$ cat src/rtl/mem_port_arbiter.sv
// Round-robin arbiter and access sequencer that shares one synchronous memory
// port between instruction fetch (I) and data access (D) requesters.
module mem_port_arbiter #(
  parameter int ADDR_W  = 64,
  parameter int DATA_W  = 64,
  parameter int MEM_LAT = 2
) (
  input  logic              clk_i,
  input  logic              rst_ni,
  input  logic              if_req_i,
  input  logic [ADDR_W-1:0] if_addr_i,
  output logic              if_done_o,
  output logic [DATA_W-1:0] if_rdata_o,
  input  logic              d_req_i,
  input  logic              d_we_i,
  input  logic [ADDR_W-1:0] d_addr_i,
  input  logic [DATA_W-1:0] d_wdata_i,
  output logic              d_done_o,
  output logic [DATA_W-1:0] d_rdata_o,
  output logic              mem_en_o,
  output logic              mem_we_o,
  output logic [ADDR_W-1:0] mem_addr_o,
  output logic [DATA_W-1:0] mem_wdata_o,
  input  logic [DATA_W-1:0] mem_rdata_i,
  output logic              busy_o
);

  if (MEM_LAT < 1 || MEM_LAT > 15) begin : g_lat_check
    $error("mem_port_arbiter: MEM_LAT must be in 1..15");
  end

  localparam logic [3:0] LAT = 4'(MEM_LAT);

  typedef enum logic [1:0] {
    S_IDLE,
    S_ISSUE,
    S_WAIT,
    S_DONE
  } state_e;

  state_e            state_q, state_d;
  logic              owner_d_q, owner_d_d;   // 1 = current access belongs to D
  logic              last_d_q, last_d_d;
  logic [3:0]        cnt_q, cnt_d;
  logic              mem_we_q, mem_we_d;
  logic [ADDR_W-1:0] mem_addr_q, mem_addr_d;
  logic [DATA_W-1:0] mem_wdata_q, mem_wdata_d;
  logic [DATA_W-1:0] if_rdata_q, if_rdata_d;
  logic [DATA_W-1:0] d_rdata_q, d_rdata_d;
  logic              grant_d;

  // NOTE: every always_comb output gets a default first, so no path through
  // the case statement can leave a variable unassigned and infer a latch.
  always_comb begin
    state_d     = state_q;
    owner_d_d   = owner_d_q;
    last_d_d    = last_d_q;
    cnt_d       = cnt_q;
    mem_we_d    = mem_we_q;
    mem_addr_d  = mem_addr_q;
    mem_wdata_d = mem_wdata_q;
    if_rdata_d  = if_rdata_q;
    d_rdata_d   = d_rdata_q;
    grant_d     = 1'b0;

    unique case (state_q)
      S_IDLE: begin
        if (if_req_i || d_req_i) begin
          // On a tie the port that was not served last wins.
          grant_d     = d_req_i && (!if_req_i || !last_d_q);
          owner_d_d   = grant_d;
          last_d_d    = grant_d;
          mem_we_d    = grant_d && d_we_i;
          mem_addr_d  = grant_d ? d_addr_i : if_addr_i;
          mem_wdata_d = grant_d ? d_wdata_i : '0;
          state_d     = S_ISSUE;
        end
      end
      S_ISSUE: begin
        cnt_d   = LAT;
        state_d = S_WAIT;
      end
      S_WAIT: begin
        cnt_d = cnt_q - 4'd1;
        if (cnt_q == 4'd1) begin
          state_d = S_DONE;
          if (!owner_d_q) begin
            if_rdata_d = mem_rdata_i;
          end else if (!mem_we_q) begin
            d_rdata_d = mem_rdata_i;
          end
        end
      end
      S_DONE:  state_d = S_IDLE;
      default: state_d = S_IDLE;
    endcase
  end

  // NOTE: state registers use non-blocking assignments so every flop samples
  // the pre-edge value of its neighbours, independent of statement order.
  always_ff @(posedge clk_i or negedge rst_ni) begin
    if (!rst_ni) begin
      state_q     <= S_IDLE;
      owner_d_q   <= 1'b0;
      last_d_q    <= 1'b0;
      cnt_q       <= 4'd0;
      mem_we_q    <= 1'b0;
      mem_addr_q  <= '0;
      mem_wdata_q <= '0;
      if_rdata_q  <= '0;
      d_rdata_q   <= '0;
    end else begin
      state_q     <= state_d;
      owner_d_q   <= owner_d_d;
      last_d_q    <= last_d_d;
      cnt_q       <= cnt_d;
      mem_we_q    <= mem_we_d;
      mem_addr_q  <= mem_addr_d;
      mem_wdata_q <= mem_wdata_d;
      if_rdata_q  <= if_rdata_d;
      d_rdata_q   <= d_rdata_d;
    end
  end

  // Strobes are decoded from state only, so no input reaches an output.
  assign mem_en_o    = (state_q == S_ISSUE);
  assign busy_o      = (state_q != S_IDLE);
  assign if_done_o   = (state_q == S_DONE) && !owner_d_q;
  assign d_done_o    = (state_q == S_DONE) && owner_d_q;
  assign mem_we_o    = mem_we_q;
  assign mem_addr_o  = mem_addr_q;
  assign mem_wdata_o = mem_wdata_q;
  assign if_rdata_o  = if_rdata_q;
  assign d_rdata_o   = d_rdata_q;

endmodule

$ cat config.mk
export PLATFORM = sky130hd
export DESIGN_NAME = mem_port_arbiter
export DESIGN_NICKNAME = d
export VERILOG_FILES = /design/src/rtl/mem_port_arbiter.sv
export SDC_FILE = /design/constraint.sdc
export NUM_CORES = 1
export LEC_CHECK = 0
export BUFFER_PORTS_ARGS = -buffer_cell sky130_fd_sc_hd__buf_4
export CORE_AREA = 2 2 201 203
export CTS_BUF_LIST = sky130_fd_sc_hd__clkbuf_8 sky130_fd_sc_hd__clkbuf_16
export CTS_CLUSTER_SIZE = 12
export DETAILED_ROUTE_END_ITERATION = 8
export DIE_AREA = 0 0 203 205
export PLACE_DENSITY = 0.63
export SLEW_MARGIN = 20
export SYNTH_ARGS = -nofsm -noshare
export SYNTH_HDL_FRONTEND = slang
export SYNTH_SLANG_ARGS = --single-unit
export TNS_END_PERCENT = 1
$ cat constraint.sdc
create_clock -name clk_i -period 2.7 [get_ports clk_i]
set_input_delay 0.81 -clock clk_i [delete_from_list [all_inputs] [get_ports clk_i]]
set_output_delay 0.81 -clock clk_i [all_outputs]
set_load 0.02 [all_outputs]
# Word level (Yosys, flattened, before mapping)
# Cells that the tools add are included.
dict set report op_classes {
  n_reduce_logical 15
  eq_ne 6
  n_mux 6
  add_sub_neg 1
  bitwise 2
}
# operator n
set op_table {}
lappend op_table {{64-bit 2-to-1 mux} 2}
lappend op_table {{2-bit one-hot mux with 4 select lines} 1}
lappend op_table {{4-bit one-hot mux with 2 select lines} 1}
lappend op_table {{2-bit equality test, second input constant} 2}
lappend op_table {{4-bit by 1-bit equality test with 1-bit output, second input constant} 1}
lappend op_table {{1-bit logical AND} 4}
lappend op_table {{2-bit 2-to-1 mux} 2}
lappend op_table {{2-bit != test, second input constant} 2}
lappend op_table {{2-bit AND reduction} 2}
lappend op_table {{4-bit AND reduction} 1}
lappend op_table {{2-bit nonzero test} 2}
lappend op_table {{4-bit by 1-bit subtractor with 4-bit output, second input constant} 1}
lappend op_table {{3-bit AND reduction} 1}
lappend op_table {{2-bit by 1-bit equality test with 1-bit output, second input constant} 1}
lappend op_table {{1-bit zero test} 2}
lappend op_table {{2-bit zero test} 1}
lappend op_table {{1-bit logical OR} 2}
lappend op_table {{1-bit inverter} 2}
dict set report totals {
  wordCells 38
  register_bits 264
  output_inout_bits 261
  in_bits 261
}

# Longest topological paths before layout
# Gate-level depths: netlist (run 1).
dict set report depth {
  word_depth 4
  mapped_depth 7
  depth_no_buf 5
}

# Least setup slack after synthesis (run 1)
# Ideal clock, no wire load.
dict set report synth_timing {
  kind {reg2reg}
  startpoint {reg state_q[0]}
  endpoint {reg d_rdata_q[10], in the netlist d_rdata_o[10]}
  synth_period_minus_slack_ps 1983
  required_ps 2575
  n_path_buf 2
  stages_incl_launch_ff 8
  slack_ps 717
  setup_time_ps 125
  arrival_time_ps 1858
  path_cell_list {dfrtp_1 -> inv_1 -> ha_1 -> nand4bb_1 -> or3b_1 -> buf_6 -> buf_12 -> mux2_4}
}
dict set report synth_via {
  elab_chain_len 2
}
# element line
set synth_rtl {}
lappend synth_rtl {{start, declared} 41} ;# state_e state_q, state_d;
lappend synth_rtl {{start signal, assigned} 113} ;# state_q <= state_d;
lappend synth_rtl {{2-bit equality test} 66} ;# unique case (state_q)
lappend synth_rtl {{4-bit AND reduction (no source line)} --}
lappend synth_rtl {{end signal, assigned} 121} ;# d_rdata_q <= d_rdata_d;
lappend synth_rtl {{end, declared} 49} ;# logic [DATA_W-1:0] d_rdata_q, d_rdata_d;
# No other way between the ends.
# A chain may end at the register's enable or synchronous reset.

# Worst setup path in the final report (run 1)
dict set report layout_timing {
  startpoint {reg state_q[0]}
  endpoint {out busy_o}
}
dict set report layout_via {
  elab_chain_len 1
}
# element line
set layout_rtl {}
lappend layout_rtl {{2-bit nonzero test} 127} ;# assign busy_o = (state_q != S_IDLE);
lappend layout_rtl {{end, declared} 25} ;# output logic busy_o
# No other way between the ends.

==> impl_metrics.tcl, run 1 <==
set metrics [dict create \
    status "finished, final reports clean" \
    first_global_vias 8872 \
    worst_slack_ns 0.1890 \
    cts.path.max_buffers 3 \
    die_x_microns 203 \
    port_buffers 521 \
    clk_pin_slew_ns 0.06 \
    synth.largest_area_cell "dfrtp_1" \
    synth_area_sq_um 10590 \
    ys_warn_count 0 \
    fp.dieArea_sq_um 41620 \
    routed_wl_mm 32.87 \
    syn_to_final_growth_pct 52.33 \
    relSlewSlack 0.4886 \
    final.setup.tns_ns 0 \
    hp-class "in2async" \
    maxCapViolations 0 \
    core-area_sq_um 39370 \
    start_util 0.2691 \
    diodes 0 \
    grt_max_degree 68 \
    insertion_delay_ns 0.56 \
    seq_area_frac_synth 0.6237 \
    synth_seq_cells 264 \
    period_share 0.9300 \
    ys_types 34 \
    placed_area_sq_um 15210 \
    utilization 0.4099 \
    powerDensity_nw_per_um2 1207 \
    drc 0 \
    ctsHoldBuffers 0 \
    ys_top_cells_by_area "dfrtp_1 62%, mux2_4 8.5%, mux2_2 7.3%" \
    async_flop_share 1.000 \
    cts_tree "yes" \
    timing.rr.start "state_q[0]" \
    post-route-min-period_ns 2.511 \
    finClkSkew_ns 0.01469 \
    clkSinkCount 264 \
    grt_remaining_overflow 0 \
    vias 8512 \
    drt-initial-drc-count 378 \
    cp_max_fo 4 \
    vdd_ir_drop_max_uv 633.6 \
    grt_first_pass_wirelength_mm 49.99 \
    htree_levels 1 \
    drive_gt1_frac 0.5394 \
    synthCells 810 \
    syn-num-nets 1078 \
    viasPerCell 4.523 \
    critical_path_required_ns 1.89 \
    placementRows 73 \
    p_leak_nw 8.266 \
    final_cell_area_sq_um 16140 \
    root_buffer "clkbuf_16" \
    finalHoldViolations 0 \
    synth_flop_cell "dfrtp_1" \
    cts_resized 0 \
    io_pins 522 \
    crit_start "state_q[0]" \
    fin_nets 1606 \
    worst_pin_slew_ns 0.7671 \
    track_usage 0.1510 \
    dr.pass1.iters 4 \
    wire_per_inst_microns 17.46 \
    slew_viol_final 0 \
    path_class "reg2out" \
    endpoint_kind "output port" \
    arrival_ns 1.70 \
    antenna_found_initial 0 \
    setup_viol 0 \
    critPathLaunchType "flip-flop" \
    synth_edf_count 0 \
    max_freq_mhz 398.2 \
    cts_setup_buffers 0 \
    die_h_microns 205 \
    fin_total_pwr_mw 19.48 \
    rsz0062_at_grt "false" \
    r2r_cells 6 \
    dp_slack_ns 0.3436 \
    numCtsBuffers 29 \
    place_congestion 0.8222 \
    avgSynthCellArea_sq_um 13.08 \
    antenna_left 0 \
    place_hpwl_mm 24.61 \
    synth_top_cell_area_share 0.6237 \
]
## where the power goes
part           internal [mW]  total, mW  switching [mW]  leakage [nW]
logic                   4.16       8.83            4.67          4.53
registers               5.70       6.82            1.12          3.25
clock network           2.25       3.83            1.58         0.491
total                   12.1       19.5            7.38          8.27
## critical path, stage by stage (launching register included)
cell	delay, ns
dfrtp_1	0.41
inv_1	0.12
ha_1	0.30
inv_1	0.13
buf_4	0.18
## worst paths after layout
path                                         to  slack (ns)
min in group clk_i              mem_wdata_o[27]        0.46
worst max register to register    d_rdata_o[62]        0.34
worst min register to register   if_rdata_o[21]        0.51
max in group asynchronous        mem_addr_o[46]        1.73
worst max-delay path                     busy_o        0.19
worst min-delay path              if_rdata_o[9]        0.22
## placed cells by master, fill, tap and decap left out, types with 7 or more instances in the layout
| cell | n |
|---|---|
| nand2_1 | 64 |
| ha_1 | 7 |
| mux2_4 | 60 |
| a21oi_1 | 129 |
| a22o_1 | 65 |
| nor2_1 | 66 |
| mux2_2 | 69 |
| clkbuf_16 | 29 |
| inv_1 | 15 |
| buf_4 | 545 |
| buf_12 | 7 |
| dfrtp_1 | 264 |
## cell type report
class | instances | area [sq um]
clock buffer | 33 | 780.7
tap | 525 | 656.9
timing repair buffer | 553 | 4247
inverter | 7 | 26.28
sequential | 264 | 6606
multi-input combinational | 483 | 3671
clock inverter | 17 | 147.6
fill | 3752 | 23230
## sequential cells by signal, summed over array words and instances, names as in the netlist
name	count
d_rdata_o	64
last_d_q	1
mem_wdata_o	64
state_q	2
if_rdata_o	64
cnt_q	4
mem_addr_o	64
mem_we_o	1
## metrics by stage
step / cells / hold WS, ns
finish: 1882 / 0.2223
global route: 1882 / 0.2304
CTS: 1882 / 0.2121
detailed placement: 1832 / 0.4936
global placement: 1832 / 0.4897
floorplan: 810 / 0.4954
## cells by family after synthesis
| kind of cell | count (synthesis) | share of synthesized area |
|---|---|---|
| compound gates | 206 | 0.1230 |
| buf+inv | 63 | 0.03343 |
| flops | 264 | 0.6237 |
| simple gates | 141 | 0.05327 |
| fa+ha+maj | 7 | 0.008268 |
| mux | 129 | 0.1584 |
## cell usage after synthesis (3+ instances only)
master / count
ha_1: 7
buf_2: 10
o21ai_0: 3
buf_1: 3
mux2_4: 60
nor2_1: 67
a21oi_1: 129
mux2_2: 69
nand2_1: 64
dfrtp_1: 264
a22o_1: 65
buf_12: 6
inv_1: 7
clkbuf_1: 36
## routing by layer
layer,global-route usage,wire [microns],vias up
met3,0.03993,2507,59
met5,0,0,-
met2,0.2505,15680,378
met1,0.1922,13650,4183
met4,0.04797,1032,0
li1,-,-,3892
Note: power is estimated with default switching activity, not from simulation.
==> inputs of run 2 (changes only) <==
MAX_ROUTING_LAYER = met4   (was default)
TNS_END_PERCENT = default   (was 1)
==> run 2 against run 1 <==
Compared with the run above: flip-flop and latch count stayed put; total power hardly changed; critical path depth stayed put; clock power hardly changed.
==> impl_metrics.tcl, run 2 (synthesis gave the netlist of run 1 again) <==
set metrics [dict create \
    status "finished, final reports clean" \
    place_hpwl_mm 24.61 \
    start_util 0.2691 \
    antenna_found_initial 0 \
    utilization 0.4099 \
    htree_levels 1 \
    r2r_end "d_rdata_o[20]" \
    die_x_microns 203 \
    clk_pin_slew_ns 0.06 \
    whs_ns 0.2208 \
    track_usage 0.1556 \
    layout_common_cells "545 x buf_4, 264 x dfrtp_1, 129 x a21oi_1" \
    finClkSkew_ns 0.01337 \
    maxCapViolations 0 \
    insertion_delay_ns 0.56 \
    drive_gt1_frac 0.5394 \
    drc 0 \
    port_buffers 521 \
    clkSinkCount 264 \
    fillers 3752 \
    reg2reg_setup_slack_ns 0.34 \
    finalHoldViolations 0 \
    critical_path_required_ns 1.89 \
    fin_nets 1606 \
    worst_pin_slew_ns 0.7713 \
    slew_viol_final 0 \
    seq_area_sq_um 6606 \
    viasPerCell 4.522 \
    path_cells "inv_1 > ha_1 > inv_1 > buf_4" \
    final.setup.tns_ns 0 \
    root_buffer "clkbuf_16" \
    syn_to_final_growth_pct 52.33 \
    core-area_sq_um 39370 \
    fin_total_pwr_mw 19.48 \
    vdd_ir_drop_max_uv 636.2 \
    grt_first_pass_wirelength_mm 49.93 \
    max_freq_mhz 399.4 \
    numCtsBuffers 29 \
    final_common_cell "buf_4" \
    cts.path.max_buffers 3 \
    first_global_vias 8897 \
    drt-initial-drc-count 391 \
    cts_tree "yes" \
    vias 8510 \
    path_class "reg2out" \
    cp_max_fo 4 \
    grt_remaining_overflow 0 \
    dr.pass1.iters 4 \
    place_congestion 0.8346 \
    die_h_microns 205 \
    cts_resized 0 \
    relSlewSlack 0.4858 \
    crit_path_frequent_cell "inv_1" \
    cts_setup_buffers 0 \
    slowest_delay_ns 0.41 \
    arrival_ns 1.69 \
    diodes 0 \
    io_pins 522 \
    powerDensity_nw_per_um2 1208 \
    critPathSlowestCell "dfrtp_1" \
    hp-class "in2async" \
    period_share 0.9272 \
    placementRows 73 \
    rsz0062_at_grt "false" \
    antenna_left 0 \
    grt_max_degree 68 \
    fp.dieArea_sq_um 41620 \
    endpoint_kind "output port" \
    post-route-min-period_ns 2.504 \
    r2r_cells 6 \
    timing.rr.start "state_q[0]" \
    wire_per_inst_microns 17.49 \
    setup_viol 0 \
    cp_top_family "buffers and inverters" \
    multi_input_area_sq_um 3671 \
    routed_wl_mm 32.91 \
    p_leak_nw 8.266 \
    ctsHoldBuffers 0 \
    cp_num_buf_inv 3 \
    critPathLaunchType "flip-flop" \
]
run 2: cell counts in the layout (fill, tap and decap cells not counted):
No cell type changed its count.
run 2: worst max path at each step:
| stage | startpoint | endpoint | slack, ns | cells after the start |
|---|---|---|---|---|
| after floorplan | state_q[0] | d_rdata_o[10] | 0.72 | 7 |
| after global placement | state_q[0] | d_rdata_o[14] | 0.38 | 6 |
| after detailed placement | state_q[0] | d_rdata_o[53] | 0.34 | 6 |
| after CTS | state_q[0] | busy_o | 0.13 | 4 |
| after global routing | state_q[1] | busy_o | 0.04 | 4 |
| final | state_q[0] | busy_o | 0.20 | 4 |
run 2: final cells by class:
| class | instances | share of cell area |
|---|---|---|
| inverter | 7 | 0.001628 |
| multi-input combinational | 483 | 0.2275 |
| clock buffer | 33 | 0.04839 |
| sequential | 264 | 0.4094 |
| tap | 525 | 0.04071 |
| clock inverter | 17 | 0.009150 |
| timing repair buffer | 553 | 0.2632 |
run 2: metrics by stage:
| stage | instances | worst slack (ns) | instance area (sq um) |
|---|---|---|---|
| global placement | 1832 | 0.3806 | 15210 |
| CTS | 1882 | 0.1250 | 16140 |
| detailed placement | 1832 | 0.3436 | 15210 |
| floorplan | 810 | 0.7170 | 10590 |
| global route | 1882 | 0.03921 | 16140 |
| finish | 1882 | 0.1965 | 16140 |
run 2: worst register-to-register path, delay by kind of cell (launching register included):
kind | cells | cell delay, ns
simple gates | 2 | 0.80
flops | 1 | 0.41
buf+inv | 2 | 0.39
mux | 1 | 0.34
fa+ha+maj | 1 | 0.30
run 2: power breakdown:
group	total, mW	switching, mW	internal (mW)
clock	3.83	1.58	2.25
sequential	6.82	1.12	5.70
combinational	8.83	4.68	4.16
run 2: routing by layer:
metal  vias to the layer above  global-route usage  part of all wire
li1                       3891                   -                 -
met1                      4175              0.1971              0.42
met2                       385              0.2512              0.48
met3                        59             0.03150             0.067
met4                         0             0.04823             0.031
met5                         -                   -                 0
==> inputs of run 3 (changes only) <==
BUFFER_PORTS_ARGS = default   (was -buffer_cell sky130_fd_sc_hd__buf_4)
CORE_AREA = 2 2 205 207   (was 2 2 201 203)
DIE_AREA = 0 0 207 209   (was 0 0 203 205)
DONT_BUFFER_PORTS = 1   (was default)
MAX_ROUTING_LAYER = default   (was met4)
PLACE_DENSITY = 0.5   (was 0.63)
clock period = 2.8 ns   (was 2.7 ns; I/O delays follow)
==> run 3 against run 2 <==
Compared with the run above: first-iteration DRC count up 44%; hold slack worse by 0.24 ns; die area up 4.0%; clock power down 8.1%; utilization down 12 points; total power down 20%; non-clock buffer count down 542; clock-buffer cell count up 3; flip-flop and latch count unchanged; final cell count down 28%; the flow now finishes with violations (negative hold slack); setup slack better by 0.18 ns; global-route usage down 3.0 points; largest cell class unchanged.
==> impl_metrics.tcl, run 3 (synthesis gave the netlist of run 1 again) <==
set metrics [dict create \
    cp-endpoint "busy_o" \
    hp-class "in2async" \
    cp_max_fo 4 \
    numCtsBuffers 28 \
    vias 6429 \
    placementRows 75 \
    critical_path_required_ns 1.96 \
    slew_viol_final 0 \
    antenna_left 0 \
    cts_resized 0 \
    fin_nets 1063 \
    syn_to_final_growth_pct 13.36 \
    critPathLaunchType "flip-flop" \
    post-route-min-period_ns 2.424 \
    die_x_microns 207 \
    rsz0062_at_grt "false" \
    final_cell_area_sq_um 12010 \
    violations "negative hold slack" \
    viasPerCell 4.741 \
    core-area_sq_um 41290 \
    final.setup.tns_ns 0 \
    start_util 0.2565 \
    dr.pass1.iters 4 \
    dp_slack_ns 0.4482 \
    path_class "reg2out" \
    antenna_found_initial 3 \
    maxCapViolations 0 \
    setup_viol 0 \
    drc 0 \
    place_inst 1304 \
    vdd_ir_drop_max_uv 542.6 \
    endpoint_kind "output port" \
    clk_pin_slew_ns 0.06 \
    wire_per_inst_microns 21.11 \
    reg2reg_setup_slack_ns 0.45 \
    cts_tree "yes" \
    grt_remaining_overflow 0 \
    slowest_delay_ns 0.39 \
    insertion_delay_ns 0.55 \
    routed_wl_mm 28.63 \
    critPathSlowestCell "dfrtp_1" \
    drt-initial-drc-count 563 \
    io_pins 522 \
    crit_start "state_q[0]" \
    drive_gt1_frac 0.2307 \
    whs_ns -0.01617 \
    instances_no_fill 1356 \
    timing.rr.start "state_q[0]" \
    worst_slack_ns 0.3758 \
    placed_area_sq_um 11120 \
    r2r_end "d_rdata_o[41]" \
    port_buffers 0 \
    grt_max_degree 265 \
    r2r_cells 6 \
    place_hpwl_mm 19.89 \
    grt_first_pass_wirelength_mm 42.88 \
    htree_levels 1 \
    layout_common_cells "264 x dfrtp_1, 129 x a21oi_1, 69 x mux2_2" \
    crit_path_frequent_cell "inv_1" \
    die_h_microns 209 \
    path_cells "inv_1 > ha_1 > inv_1" \
    fin_total_pwr_mw 15.67 \
    place_congestion 0.7828 \
    utilization 0.2908 \
    cts.path.max_buffers 3 \
    arrival_ns 1.58 \
    powerDensity_nw_per_um2 1305 \
    p_leak_nw 5.585 \
    max_freq_mhz 412.5 \
    final_common_cell "dfrtp_1" \
    period_share 0.8658 \
    status "finished, violations left" \
    root_buffer "clkbuf_16" \
    finalHoldViolations 75 \
    clkSinkCount 264 \
    fp.dieArea_sq_um 43260 \
    track_usage 0.1257 \
    worst_pin_slew_ns 0.7548 \
    relSlewSlack 0.4968 \
    first_global_vias 6665 \
    cts_setup_buffers 0 \
    finClkSkew_ns 0.01324 \
]
## run 3: cell types whose count changed in the layout (fill, tap and decap cells not counted)
cell       delta
clkinv_4      -2
bufinv_16     -2
inv_1         +2
buf_8         -1
buf_4       -539
inv_16        -1
clkbuf_8      +3
diode_2       +2
buf_12        -2
## run 3: power breakdown
part / switching, mW / leakage (nW) / total (mW) / internal, mW
Sequential: 3.45 / 3.25 / 8.92 / 5.47
Combinational: 1.49 / 1.86 / 3.23 / 1.74
Clock: 1.49 / 0.477 / 3.52 / 2.04
Total: 6.42 / 5.59 / 15.7 / 9.25
## run 3: area by class of cell
cell class              instances  area (sq um)
diodes                          2         5.005
clock buffers                  36         822.0
clock inverters                14         57.56
fillers                      4200         29280
inverters                       7         26.28
multi-input cells             483          3671
flip-flops and latches        264          6606
well taps                     539         674.4
repair buffers                 11         145.1
## run 3: worst min-delay path by stage
stage / startpoint / to / cells past startpoint
floorplan: cnt_q[3] / cnt_q[3] / 1
global placement: cnt_q[3] / cnt_q[3] / 1
detailed placement: cnt_q[3] / cnt_q[3] / 1
CTS: rst_ni / if_rdata_o[31] / 0
global route: rst_ni / d_rdata_o[62] / 0
finish: rst_ni / d_rdata_o[61] / 0
## run 3: worst max-delay path, delay by kind of cell (launching register included)
kind                       cells  cell delay [ns]
adders and majority gates      1             0.28
buffers and inverters          2             0.36
DFF                            1             0.39
## run 3: layer usage
layer | GRT usage | vias up | wire length [microns]
li1 | - | 2804 | -
met1 | 0.1479 | 3193 | 10730
met2 | 0.2060 | 371 | 13780
met3 | 0.04749 | 59 | 3022
met4 | 0.05320 | 2 | 1088
met5 | 0 | - | 10
